## config.mk

```make
export PLATFORM = sky130hd
export DESIGN_NAME = branch_resolve
export DESIGN_NICKNAME = d
export VERILOG_FILES = /design/src/rtl/branch_pkg.sv /design/src/rtl/cond_eval.sv /design/src/rtl/branch_resolve.sv
export SDC_FILE = /design/constraint.sdc
export NUM_CORES = 1
export LEC_CHECK = 0
export ABC_AREA = 1
export BUFFER_PORTS_ARGS = -buffer_cell sky130_fd_sc_hd__clkbuf_2
export CAP_MARGIN = 25
export CORE_MARGIN = 2
export CORE_UTILIZATION = 40
export CTS_CLUSTER_DIAMETER = 50
export CTS_CLUSTER_SIZE = 25
export DETAILED_ROUTE_END_ITERATION = 12
export GPL_ROUTABILITY_DRIVEN = 0
export PLACE_DENSITY = 0.74
export SLEW_MARGIN = 20
export SYNTH_ARGS = -nofsm -noshare
export SYNTH_HDL_FRONTEND = slang
export SYNTH_SLANG_ARGS = --single-unit
```

## constraint.sdc

```tcl
create_clock -name clk -period 2.7 [get_ports clk]
set_input_delay 0.27 -clock clk [delete_from_list [all_inputs] [get_ports clk]]
set_output_delay 0.27 -clock clk [all_outputs]
set_load 0.03 [all_outputs]
```

## src/rtl/branch_pkg.sv

```systemverilog
// Shared types for the EX/MEM branch resolver: condition codes, FSM states
// and the NZCV flag bundle.
package branch_pkg;

  typedef enum logic [3:0] {
    COND_EQ = 4'h0, COND_NE = 4'h1, COND_HS = 4'h2, COND_LO = 4'h3,
    COND_MI = 4'h4, COND_PL = 4'h5, COND_VS = 4'h6, COND_VC = 4'h7,
    COND_HI = 4'h8, COND_LS = 4'h9, COND_GE = 4'hA, COND_LT = 4'hB,
    COND_GT = 4'hC, COND_LE = 4'hD, COND_AL = 4'hE, COND_NV = 4'hF
  } cond_e;

  typedef enum logic {
    IDLE  = 1'b0,
    FLUSH = 1'b1
  } br_state_e;

  typedef struct packed {
    logic n;
    logic z;
    logic c;
    logic v;
  } flags_t;

endpackage

```

## src/rtl/cond_eval.sv

```systemverilog
// Combinational evaluation of an ARM/LEGv8 condition code against NZCV.
module cond_eval
  import branch_pkg::*;
(
  input  cond_e  cond,
  input  flags_t flags,
  output logic   cond_true
);

  always_comb begin
    cond_true = 1'b0;
    case (cond)
      COND_EQ: cond_true = flags.z;
      COND_NE: cond_true = !flags.z;
      COND_HS: cond_true = flags.c;
      COND_LO: cond_true = !flags.c;
      COND_MI: cond_true = flags.n;
      COND_PL: cond_true = !flags.n;
      COND_VS: cond_true = flags.v;
      COND_VC: cond_true = !flags.v;
      COND_HI: cond_true = flags.c & !flags.z;
      COND_LS: cond_true = !(flags.c & !flags.z);
      COND_GE: cond_true = (flags.n == flags.v);
      COND_LT: cond_true = (flags.n != flags.v);
      COND_GT: cond_true = !flags.z & (flags.n == flags.v);
      COND_LE: cond_true = !(!flags.z & (flags.n == flags.v));
      COND_AL: cond_true = 1'b1;
      COND_NV: cond_true = 1'b1;
      default: cond_true = 1'b0;
    endcase
  end

endmodule

```

## src/rtl/branch_resolve.sv

```systemverilog
// Branch resolver: decides B.cond/CBZ/B, registers the redirect and runs a
// fixed-length front-end flush. Define BRANCH_STATS_EN for branch counters.
module branch_resolve
  import branch_pkg::*;
#(
  parameter int ADDR_W       = 64,
  parameter int FLUSH_CYCLES = 2
`ifdef BRANCH_STATS_EN
  ,
  parameter int CNT_W        = 32
`endif
) (
  input  logic              clk,
  input  logic              reset,
  input  logic              stall,
  input  logic              valid_in,
  input  logic              is_bcond,
  input  logic              is_cbz,
  input  logic              is_uncond,
  input  logic [3:0]        cond,
  input  logic              reg_zero,
  input  logic              flag_wr,
  input  logic              alu_negative,
  input  logic              alu_overflow,
  input  logic              alu_zero,
  input  logic              alu_carry_out,
  input  logic              negative,
  input  logic              overflow,
  input  logic              zero,
  input  logic              carry_out,
  input  logic [ADDR_W-1:0] pc_in,
  input  logic [ADDR_W-1:0] br_offset,
  output logic              take_branch,
  output logic [ADDR_W-1:0] branch_target,
  output logic              flush,
  output logic              busy
`ifdef BRANCH_STATS_EN
  ,
  output logic [CNT_W-1:0]  br_count,
  output logic [CNT_W-1:0]  taken_count
`endif
);

  localparam int CW = (FLUSH_CYCLES > 1) ? $clog2(FLUSH_CYCLES) : 1;
  localparam logic [CW-1:0] CNT_INIT = CW'(FLUSH_CYCLES - 1);

  br_state_e         state_q, state_d;
  logic [CW-1:0]     cnt_q, cnt_d;
  logic              take_q, take_d;
  logic              flush_q, flush_d;
  logic [ADDR_W-1:0] target_q, target_d;

  flags_t            sel_flags;
  logic              cond_true;
  logic              taken;
  logic [ADDR_W-1:0] target;

  // The older instruction's flags are not registered yet when it writes them.
  assign sel_flags = flag_wr ? '{n: alu_negative, z: alu_zero, c: alu_carry_out, v: alu_overflow}
                             : '{n: negative, z: zero, c: carry_out, v: overflow};

  cond_eval u_cond_eval (
    .cond      (cond_e'(cond)),
    .flags     (sel_flags),
    .cond_true (cond_true)
  );

  assign target = pc_in + br_offset;

  always_comb begin
    taken = 1'b0;
    if (valid_in) begin
      if (is_uncond)     taken = 1'b1;
      else if (is_cbz)   taken = reg_zero;
      else if (is_bcond) taken = cond_true;
    end
  end

  always_comb begin
    state_d  = state_q;
    cnt_d    = cnt_q;
    take_d   = take_q;
    flush_d  = flush_q;
    target_d = target_q;
    if (!stall) begin
      case (state_q)
        IDLE: begin
          take_d  = taken;
          flush_d = taken;
          if (taken) begin
            target_d = target;
            cnt_d    = CNT_INIT;
            state_d  = FLUSH;
          end
        end
        FLUSH: begin
          take_d = 1'b0;
          if (cnt_q == '0) begin
            state_d = IDLE;
            flush_d = 1'b0;
          end else begin
            cnt_d = cnt_q - CW'(1);
          end
        end
        default: begin
          state_d = IDLE;
          flush_d = 1'b0;
          take_d  = 1'b0;
        end
      endcase
    end
  end

  always_ff @(posedge clk) begin
    if (reset) begin
      state_q  <= IDLE;
      cnt_q    <= '0;
      take_q   <= 1'b0;
      flush_q  <= 1'b0;
      target_q <= '0;
    end else begin
      state_q  <= state_d;
      cnt_q    <= cnt_d;
      take_q   <= take_d;
      flush_q  <= flush_d;
      target_q <= target_d;
    end
  end

  assign take_branch   = take_q;
  assign branch_target = target_q;
  assign flush         = flush_q;
  assign busy          = (state_q == FLUSH);

`ifdef BRANCH_STATS_EN
  logic any_sel;
  assign any_sel = valid_in & (is_bcond | is_cbz | is_uncond);

  always_ff @(posedge clk) begin
    if (reset) begin
      br_count    <= '0;
      taken_count <= '0;
    end else if (!stall && state_q == IDLE) begin
      if (any_sel && br_count != '1)  br_count    <= br_count + CNT_W'(1);
      if (taken && taken_count != '1) taken_count <= taken_count + CNT_W'(1);
    end
  end
`endif

endmodule
```

* Word level (Yosys, flattened, before mapping) *
Cells that the tools add are included.

storage, ports and cells
  bits in registers = 68
  bits of input ports = 149
  word-level logic and storage cells = 56

cells by class
  $add $sub $neg = 2
  eq/ne operators = 19
  muxes and demuxes = 15
  bitwise operators = 4
  reduce and logical (&&, ||, !) cells = 11

operators with widths
  cell                                                              number
  64-bit adder                                                      1
  4-bit == test (second input constant)                             8
  4-bit by 3-bit == test with 1-bit output (second input constant)  4
  1-bit case mux with 15 select lines                               1
  1-bit 2-to-1 mux                                                  9
  4-bit by 2-bit == test with 1-bit output (second input constant)  2
  1-bit case mux with 2 select lines                                4
  1-bit logical NOT                                                 6
  4-bit by 1-bit == test with 1-bit output (second input constant)  1
  4-bit logical NOT                                                 1
  4-bit 2-to-1 mux                                                  1
  2-bit != test (second input constant)                             2
  2-bit AND reduction                                               2
  3-bit AND reduction                                               1
  1-bit bitwise AND                                                 2
  1-bit NOT                                                         2
  2-bit OR reduction                                                1
  1-bit == test                                                     1
  1-bit != test                                                     1
  1-bit subtractor (second input constant)                          1

* Longest topological paths before layout *
Gate-level depths: netlist (run 1).

  depth after elaboration = 11
  mapped depth = 18
  mapped depth without buffers = 17

* Hierarchy *
From an unflattened synthesis (run 1), not the netlist that was laid out.

unflattened totals
  cell total of the unflattened synthesis = 1,683
  area, all modules = 8,704.6 sq um

modules (own cells, without submodules)
  module          instances  cells an instance  area each (sq um)
  branch_resolve  1          1,632              8,491.9
  cond_eval       1          51                 212.7

* Least setup slack after synthesis (run 1) *
OpenSTA, ideal clock, no wires.

  path type = input to register
  from = input port pc_in[0]
  to = register target_q[58] (netlist: branch_target[58])
  arrival time = 1.858 ns
  data required time = 2.587 ns
  path slack = 0.730 ns
  cell stages on the path = 16
  cell sequence = ha_1 -> fa_1 -> nand3_1 -> nand2_1 -> nand2_1 -> nand2_1 -> nand2_1 -> nand2_1 -> nand2_1 -> nand3_1 -> nand2_1 -> nand2_1 -> nand2_1 -> nand2_1 -> nor2_1 -> nor2_1

between the ends
  word-level cells in the longest chain between the ends = 1

ends and longest elaborated chain
  element                 line                   text
  start: declaration      branch_resolve.sv:31   input logic [ADDR_W-1:0] pc_in,
  64-bit adder            branch_resolve.sv:68   assign target = pc_in + br_offset;
  end signal: assignment  branch_resolve.sv:126  target_q <= target_d;
  end: declaration        branch_resolve.sv:51   logic [ADDR_W-1:0] target_q, target_d;

No other way between the ends.
A chain may end at the register's enable or synchronous reset.

* Worst setup path after layout (run 1) *
  from = input port pc_in[0]
  to = register target_q[60] (netlist: branch_target[60])

Same word-level chain as after synthesis.

==> impl_results.md, run 1 <==
- Worst Path Max Fanout: 4
- TritonRoute pass-1 iters: 5
- CTS Hold Bufs: 0
- Die H: 149.8 um
- Ys Warns: 0
- Antenna violations before repair: 0
- Worst Setup Slack, final: 0.4350 ns
- Unique masters post-synth: 28
- Number of max-cap violations: 0
- Number of global-route vias before repair: 9739
- Post-CTS setup buffers: 0
- WP data required: ~3 ns
- Slew HR: between 50% and 60%
- Fin. Hold Viols: 0
- Hold/Removal Path Class: input port to register
- Dpl hpwl: 26.08 mm
- GR Overflow Total: 0
- Type of the worst setup path: input port to register
- Synth Area in Simple Gates: 47.78%
- Fmax achieved: 0.4415 GHz
- Final #Nets: 2054
- Largest net degree at the start of global routing: 67
- Die width: around 150 um
- ANT nets after route: 0
- Switching part of the total power: 42.84%
- Placement Setup Slack: 0.1552 ns
- Mapped cell area: between 8000 and 9000 um2
- Sequential power share: 26.6%
- Cell row count: 53
- Clock Latency Late Sink: about 0.35 ns
- CTS Sinks: between 60 and 70
- Global-route usage over all layers: 26.98%
- Drt total wl: 30.83 mm
- Synth Area in XOR/XNOR: around 2.7%
- CTS tree: yes
- Mux cell area share after synthesis: 0%
- Seq/Total Area, Yosys: 16.00%
- Setup TNS: 0 ns
- Syn Nets: about 1900
- Num CTS Buffers: 9
- IO Count: 216
- CP endpoint kind: register
- H-tree depth reported by CTS: 3
- First-pass GRT wire length: between 40 and 50 mm
- Setup Viol. Count Final: 0
- Tightest Pin Transition: 0.6087 ns
- Worst setup skew after layout: 0.007465 ns
- DR iter-0 viols: around 1100
- Die Footprint: 22450 um2
- Core outline area: 20960 um2
- Logic pwr share: 45.0%
- Fin util: about half
- Initial Utilization: 40.59%
- Setup repair after global routing missed its margin: no
- Outcome: finished clean
- #FFs+latches synth: 68
- Diodes inserted: 0
- Post-synthesis adder-cell area fraction: under 10%
- Int Pwr: 2431 uW
- Drt via density: 5.045
- CTS clock-pin slew for the worst setup and hold paths: 0.06 ns
- Synth Instances: 1639
- P_leak: 0.006258 uW
- Pins Over Slew Limit: 0
- Bufs on Longest Clock Path: 2
- Port bufs: 215
- Compound-gate portion of the synthesized area: 8.753%
- Clock power frac: between 20% and 30%
- Crit share post-route: 83.89%
- Post-layout min period: 2.265 ns
- Main combinational cell family by area after synthesis: simple AND/OR/NAND/NOR gates
- Mean Syn Cell Area: 5.190 um2
- Worst Path Arrival: 2.50 ns
- Layout cells sized above 1: 13.27%
- P per Cell Area: 419.2 nW/um2
- WL/cell: 14.54 um
- Clock root cell: clkbuf_16
- # DRC: 0
- Post-cts sizing count: 0
- Max VDD drop: 0.2971 mV
- DR vias: 10700
- Area growth from synthesis to layout: 19.26%
- Pwr Total: 4252 uW
- CP startpoint kind: input port
- Net Switching: between 1500 and 2000 uW
[path summary, 6_finish.rpt]
| kind | startpoint | endpoint | slack [ns] | cells after the start |
|---|---|---|---|---|
| worst max register to register | busy$_SDFFE_PP0N_ | branch_target[36]$_SDFFE_PP0P_ | 1.12 | 5 |
| worst min-delay path | reset | cnt_q$_SDFFE_PP0P_ | 0.17 | 2 |
| worst min register to register | take_branch$_SDFFE_PP0N_ | take_branch$_SDFFE_PP0N_ | 0.46 | 2 |
| worst max-delay path | pc_in[0] | branch_target[60]$_SDFFE_PP0P_ | 0.44 | 17 |
[final cells by class]
class | count | area, um2
Clock inverter | 7 | 75.07
Multi-Input combinational cell | 1242 | 5852
Tap cell | 275 | 344.1
Fill cell | 2258 | 10810
Sequential cell | 68 | 1361
Timing Repair Buffer | 219 | 1156
Inverter | 301 | 1130
Clock buffer | 9 | 225.2
[cells in the final DEF, fill, tap and decap left out]
cell / synthesis / layout
xnor2_1: 25 / 25
nand3_1: 107 / 107
nor2_1: 204 / 203
xor2_1: 1 / 1
buf_12: 0 / 4
clkinvlp_4: 0 / 3
inv_2: 4 / 4
a21oi_1: 99 / 99
clkbuf_2: 0 / 215
bufinv_16: 0 / 1
nand4_1: 19 / 19
o21ai_2: 1 / 1
inv_6: 0 / 2
nand3b_1: 11 / 11
nor3_1: 14 / 14
o21a_1: 1 / 1
clkinv_2: 0 / 1
dfxtp_1: 68 / 68
nor4_1: 3 / 3
o21ai_0: 23 / 23
a21o_1: 1 / 1
nand2_1: 647 / 647
ha_1: 63 / 63
and3_1: 3 / 3
fa_1: 1 / 1
nor2_4: 0 / 1
clkbuf_16: 0 / 9
inv_1: 297 / 297
o21bai_1: 14 / 14
o21ai_1: 1 / 1
nand2_2: 4 / 4
[metrics by stage]
step	std cells	hold slack [ns]	instance area [um2]
floorplan	1639	0.3391	8506
global placement	2105	0.4544	9843
detailed placement	2105	0.4606	9843
CTS	2121	0.1606	10140
global route	2121	0.1711	10140
finish	2121	0.1683	10140
[registers in the layout, summed over array words and instances (netlist names)]
register       flops
cnt_q              1
take_branch        1
busy               1
branch_target     64
flush              1
[routing by layer]
layer	track usage, %	routed length [um]	vias to the layer above
met1	35.80	12940	4635
met5	0	0	-
met2	42.60	13270	567
met3	5.640	3530	75
met4	10.85	1090	0
li1	-	-	5423
[synth_stat cells]
| library cell | n | area [um2] |
|---|---|---|
| nor4_1 | 3 | 18.77 |
| dfxtp_1 | 68 | 1361 |
| a21oi_1 | 99 | 495.5 |
| nand4_1 | 19 | 118.9 |
| buf_2 | 7 | 35.03 |
| nand2_1 | 647 | 2429 |
| and3_1 | 3 | 18.77 |
| clkbuf_1 | 9 | 33.78 |
| xnor2_1 | 25 | 219.0 |
| inv_2 | 4 | 15.01 |
| nor3_1 | 14 | 70.07 |
| ha_1 | 63 | 788.3 |
| buf_1 | 4 | 15.01 |
| buf_4 | 1 | 7.510 |
| buf_6 | 7 | 78.83 |
| nand2_2 | 4 | 25.02 |
| nand3b_1 | 11 | 82.58 |
| o21ai_1 | 1 | 5.000 |
| fa_1 | 1 | 20.02 |
| a21o_1 | 1 | 7.510 |
| nor2_1 | 204 | 765.7 |
| o21ai_0 | 23 | 115.1 |
| xor2_1 | 1 | 8.760 |
| o21ai_2 | 1 | 8.760 |
| o21a_1 | 1 | 7.510 |
| nand3_1 | 107 | 535.5 |
| inv_1 | 297 | 1115 |
| o21bai_1 | 14 | 105.1 |
[worst max-delay path, stage by stage]
cell and delay [ns]:
clkbuf_2 0.08, ha_1 0.21, fa_1 0.41, nand3_1 0.09
nand2_1 0.12, nand2_1 0.09, nand2_1 0.13, nand2_1 0.09
nand2_1 0.16, nand2_1 0.20, nand2_1 0.18, nand2_1 0.17
nand2_1 0.07, nand2_1 0.06, nand2_1 0.04, nor2_1 0.08
nor2_1 0.05
[cells by family after synthesis]
kind of cell,after synthesis
AND/OR/NAND/NOR,1012
buffers and inverters,329
AO/OA/AOI/OAI,140
flip-flops,68
adder cells (fa/ha/maj),64
XOR/XNOR,26
[power groups by stage]
stage | combinational [uW] | clock, uW | sequential, uW
after detailed placement | 1860 | 0 | 1150
after floorplan | 1140 | 0 | 1280
after global placement | 1850 | 0 | 1150
after global routing | 2100 | 1260 | 1140
after CTS | 1860 | 1230 | 1130
final | 1910 | 1210 | 1130
Note: power is estimated with default switching activity, not from simulation.
==> inputs of run 2 (changes only) <==
Settings changed: ABC_AREA 1 to 0, PLACE_DENSITY 0.74 to 0.77.
Clock period 2.7 ns to 2.23 ns, I/O delays scaled along.
==> run 2 against run 1 <==
  * The flow now finishes with violations (negative setup slack)
  * Utilization up 21 points
  * Die area down 26%
  * Cell area up 4.8%
  * Sequential cell count unchanged
  * Synthesized cell count down 48%
  * Combinational power up 48%
  * Synthesized area down 27%
  * Final cell count down 30%
  * Global-route usage down 0.49 points
  * Wire length down 18%
==> impl_results.md, run 2 <==
- Outcome: finished, violations left (was finished clean)
- Failing checks: negative setup slack
- Synth Instances: 848 (was 1639)
- Antenna violations before repair: 0 (unchanged)
- Drt total wl: 25.36 mm (was 30.83 mm)
- P per Cell Area: 558.4 nW/um2 (was 419.2 nW/um2)
- Cell row count: 45 (was 53)
- Clock Latency Late Sink: 0.35 ns (about the same)
- Worst Setup Slack, final: -0.5924 ns (was 0.4350 ns)
- FILL cells: 1105 (was 2258)
- Global-route usage over all layers: 26.49% (was 26.98%)
- DR iter-0 viols: 830 (was 1077)
- Slowest cell on crit path: or3_4 (was fa_1)
- Worst Path Max Fanout: 2 (was 4)
- Syn Nets: 1061 (was 1852)
- Type of the worst setup path: input port to register (unchanged)
- # DRC: 0 (unchanged)
- Layout cells sized above 1: 47.80% (was 13.27%)
- Max VDD drop: 0.4020 mV (was 0.2971 mV)
- Worst Path Arrival: 3.05 ns (was 2.50 ns)
- Count leader, synth: nand2_1 (unchanged)
- Crit-path max cell delay: 0.40 ns (was 0.41 ns)
- WL/cell: 17.12 um (was 14.54 um)
- DR vias: 8483 (was 10700)
- H-tree depth reported by CTS: 3 (unchanged)
- Slew HR: 68.04% (was 59.33%)
- First-pass GRT wire length: 35.79 mm (was 48.04 mm)
- Die width: 129.0 um (was 149.8 um)
- RR Startpoint: busy$_SDFFE_PP0N_ (unchanged)
- Setup Viol. Count Final: 37 (was 0)
- Cells along the critical path: clkbuf_2 > ha_1 > nand4_1 > nor3_2 > nand2_1 > a311oi_4 > nor3_2 > or3_4 > o41ai_4 > a211oi_2 > and4_1 > a311o_1 (was clkbuf_2 > ha_1 > fa_1 > nand3_1 > nand2_1 > nand2_1 > nand2_1 > nand2_1 > nand2_1 > nand2_1 > nand2_1 > nand2_1 > nand2_1 > nand2_1 > nand2_1 > nor2_1 > nor2_1)
- Fin. Hold Viols: 0 (unchanged)
- Fmax achieved: 0.3543 GHz
- Die Footprint: 16640 um2 (was 22450 um2)
- Tightest Pin Transition: 0.4794 ns (was 0.6087 ns)
- P_leak: 0.004979 uW (was 0.006258 uW)
- Ys Warns: 0 (unchanged)
- Core outline area: 15260 um2 (was 20960 um2)
- Max reg flops: 64 (unchanged)
- Async S/R FF share, synth: 0% (unchanged)
- ANT nets after route: 0 (unchanged)
- Most common cell after layout, fill and taps aside: clkbuf_2 (was nand2_1)
- Hold Startpoint: stall (was reset)
- Initial Utilization: 40.96% (was 40.59%)
- Die H: 129.0 um (was 149.8 um)
- Mean Syn Cell Area: 7.370 um2 (was 5.190 um2)
- Number of flops mapped to enable cells by yosys: 0 (unchanged)
- Dpl hpwl: 17.53 mm (was 26.08 mm)
- TritonRoute pass-1 iters: 7 (was 5)
- Drt via density: 5.728 (was 5.045)
- CTS Hold Bufs: 0 (unchanged)
- CTS Sinks: 68 (unchanged)
- Hold slack final: 0.1862 ns (was 0.1683 ns)
- Diodes inserted: 0 (unchanged)
- Hold/Removal Path Class: input port to register (unchanged)
- Num CTS Buffers: 9 (unchanged)
- Seq/Total Area, Yosys: 21.78% (was 16.00%)
- Number of max-cap violations: 0 (unchanged)
- Mapped cell area: 6250 um2 (was 8506 um2)
- Yosys top cell by area: dfxtp_1 (was nand2_1)
- CP startpoint kind: input port (unchanged)
- Placed cells: 1435 (was 2105)
- Cell Count, Final, Fillers Out: 1481 (was 2121)
- Most used DFF post-synth: dfxtp_1 (unchanged)
- Top-area cell type share of the netlist area: 21.78% (was 28.55%)
- Setup crit start: pc_in[23] (was pc_in[0])
- Unique masters post-synth: 68 (was 28)
- Worst setup skew after layout: 0.004603 ns (was 0.007465 ns)
- #FFs+latches synth: 68 (unchanged)
- Area growth from synthesis to layout: 70.11% (was 19.26%)
- Port bufs: 215 (unchanged)
- Number of global-route vias before repair: 7739 (was 9739)
- Top cells by count, synth: nand2_1 (140), a21oi_1 (119), dfxtp_1 (68) (was nand2_1 (647), inv_1 (297), nor2_1 (204))
- CTS tree: yes (unchanged)
- IO Count: 216 (unchanged)
- Most frequent cells in the layout: clkbuf_2 (207), buf_4 (204), nand2_1 (133) (was nand2_1 (647), inv_1 (297), clkbuf_2 (215))
- Pins Over Slew Limit: 0 (unchanged)
- Most frequent CP cell: nor3_2 (was nand2_1)
- Setup repair after global routing missed its margin: yes (was no)
- Crit share post-route: 126.6%
- Post-layout min period: 2.822 ns
- GR Overflow Total: 0 (unchanged)
- Setup TNS: -7.116 ns (was 0 ns)
- Bufs on Longest Clock Path: 2 (unchanged)
- CP Buf/Inv Count: 1 (unchanged)
- WP data required: 2.46 ns (was 2.94 ns)
- Clock root cell: clkbuf_16 (unchanged)
- CP endpoint kind: register (unchanged)
- Final #Nets: 1478 (was 2054)
- Delay-heaviest family, CP: simple AND/OR/NAND/NOR gates (unchanged)
- CTS clock-pin slew for the worst setup and hold paths: 0.06 ns (about the same)
- Largest net degree at the start of global routing: 38 (was 67)
- Synth area leaders: dfxtp_1 (22%), ha_1 (13%), a21oi_1 (9.5%), nand2_1 (8.4%), xnor2_1 (5.2%) (was nand2_1 (29%), dfxtp_1 (16%), inv_1 (13%), ha_1 (9.3%), nor2_1 (9.0%))
==> run 2: final timing paths <==
check	depth (start not counted)	slack [ns]	end
min	3	0.19	take_branch$_SDFFE_PP0N_
max reg2reg	9	0.18	branch_target[56]$_SDFFE_PP0P_
max	12	-0.59	branch_target[49]$_SDFFE_PP0P_
min reg2reg	2	0.45	branch_target[38]$_SDFFE_PP0P_
==> run 2: power by group <==
part | internal (uW) | switching [uW]
registers | 1310 | 58.3
logic | 1310 | 1510
clock network | 1160 | 591
==> run 2: kinds of logic after synthesis <==
kind of cell / count (synthesis) / share of synthesized area, %
XOR/XNOR: 57 / 7.988
multiplexers: 9 / 1.562
AND/OR/NAND/NOR: 278 / 19.72
AO/OA/AOI/OAI: 306 / 31.85
adder cells (fa/ha/maj): 64 / 12.93
flip-flops: 68 / 21.78
buffers and inverters: 66 / 4.164
==> run 2: final cells by class <==
type                       count  area (um2)  share of cell area, %
multi-input combinational    714        5548                  52.18
timing repair buffer         449        3012                  28.33
sequential                    68        1361                  12.80
tap                          211       264.0                  2.483
clock buffer                  11       252.7                  2.377
clock inverter                 5       107.6                  1.012
inverter                      23       86.33                 0.8121
==> run 2: routing by layer <==
metal	GRT usage [%]	part of all wire (%)
met1	32.34	40
met2	45.41	48
met3	4.491	6.9
met4	12.47	4.9
met5	0	0
==> run 2: worst register-to-register path: stages (launching register included) <==
cell and delay [ns]:
dfxtp_1 0.34, nor2_1 0.13, nand2_1 0.11, nor3b_1 0.18, o21ai_1 0.12, o32ai_4 0.31, inv_2 0.09, buf_4 0.18
or3b_4 0.40, a21oi_1 0.12
==> run 2: through the flow <==
stage	util, %	worst slack [ns]	power, uW	cell area, um2
6_report	69.68	-0.5924	5937	10630
5_1_grt	69.68	-0.5678	6205	10630
4_1_cts	64.45	-0.4290	5591	9834
3_5_place_dp	59.85	-0.8106	3708	9133
3_3_place_gp	59.85	-0.7366	3663	9133
2_1_floorplan	-	-0.4556	2751	6467
==> run 2: timing repair <==
item,4_1_cts,5_1_grt
gates resized for setup,51,139
hold endpoints to repair,0,0
setup endpoints to repair,37,56
pin swaps,53,79
cloned,0,0
setup buffers,12,25
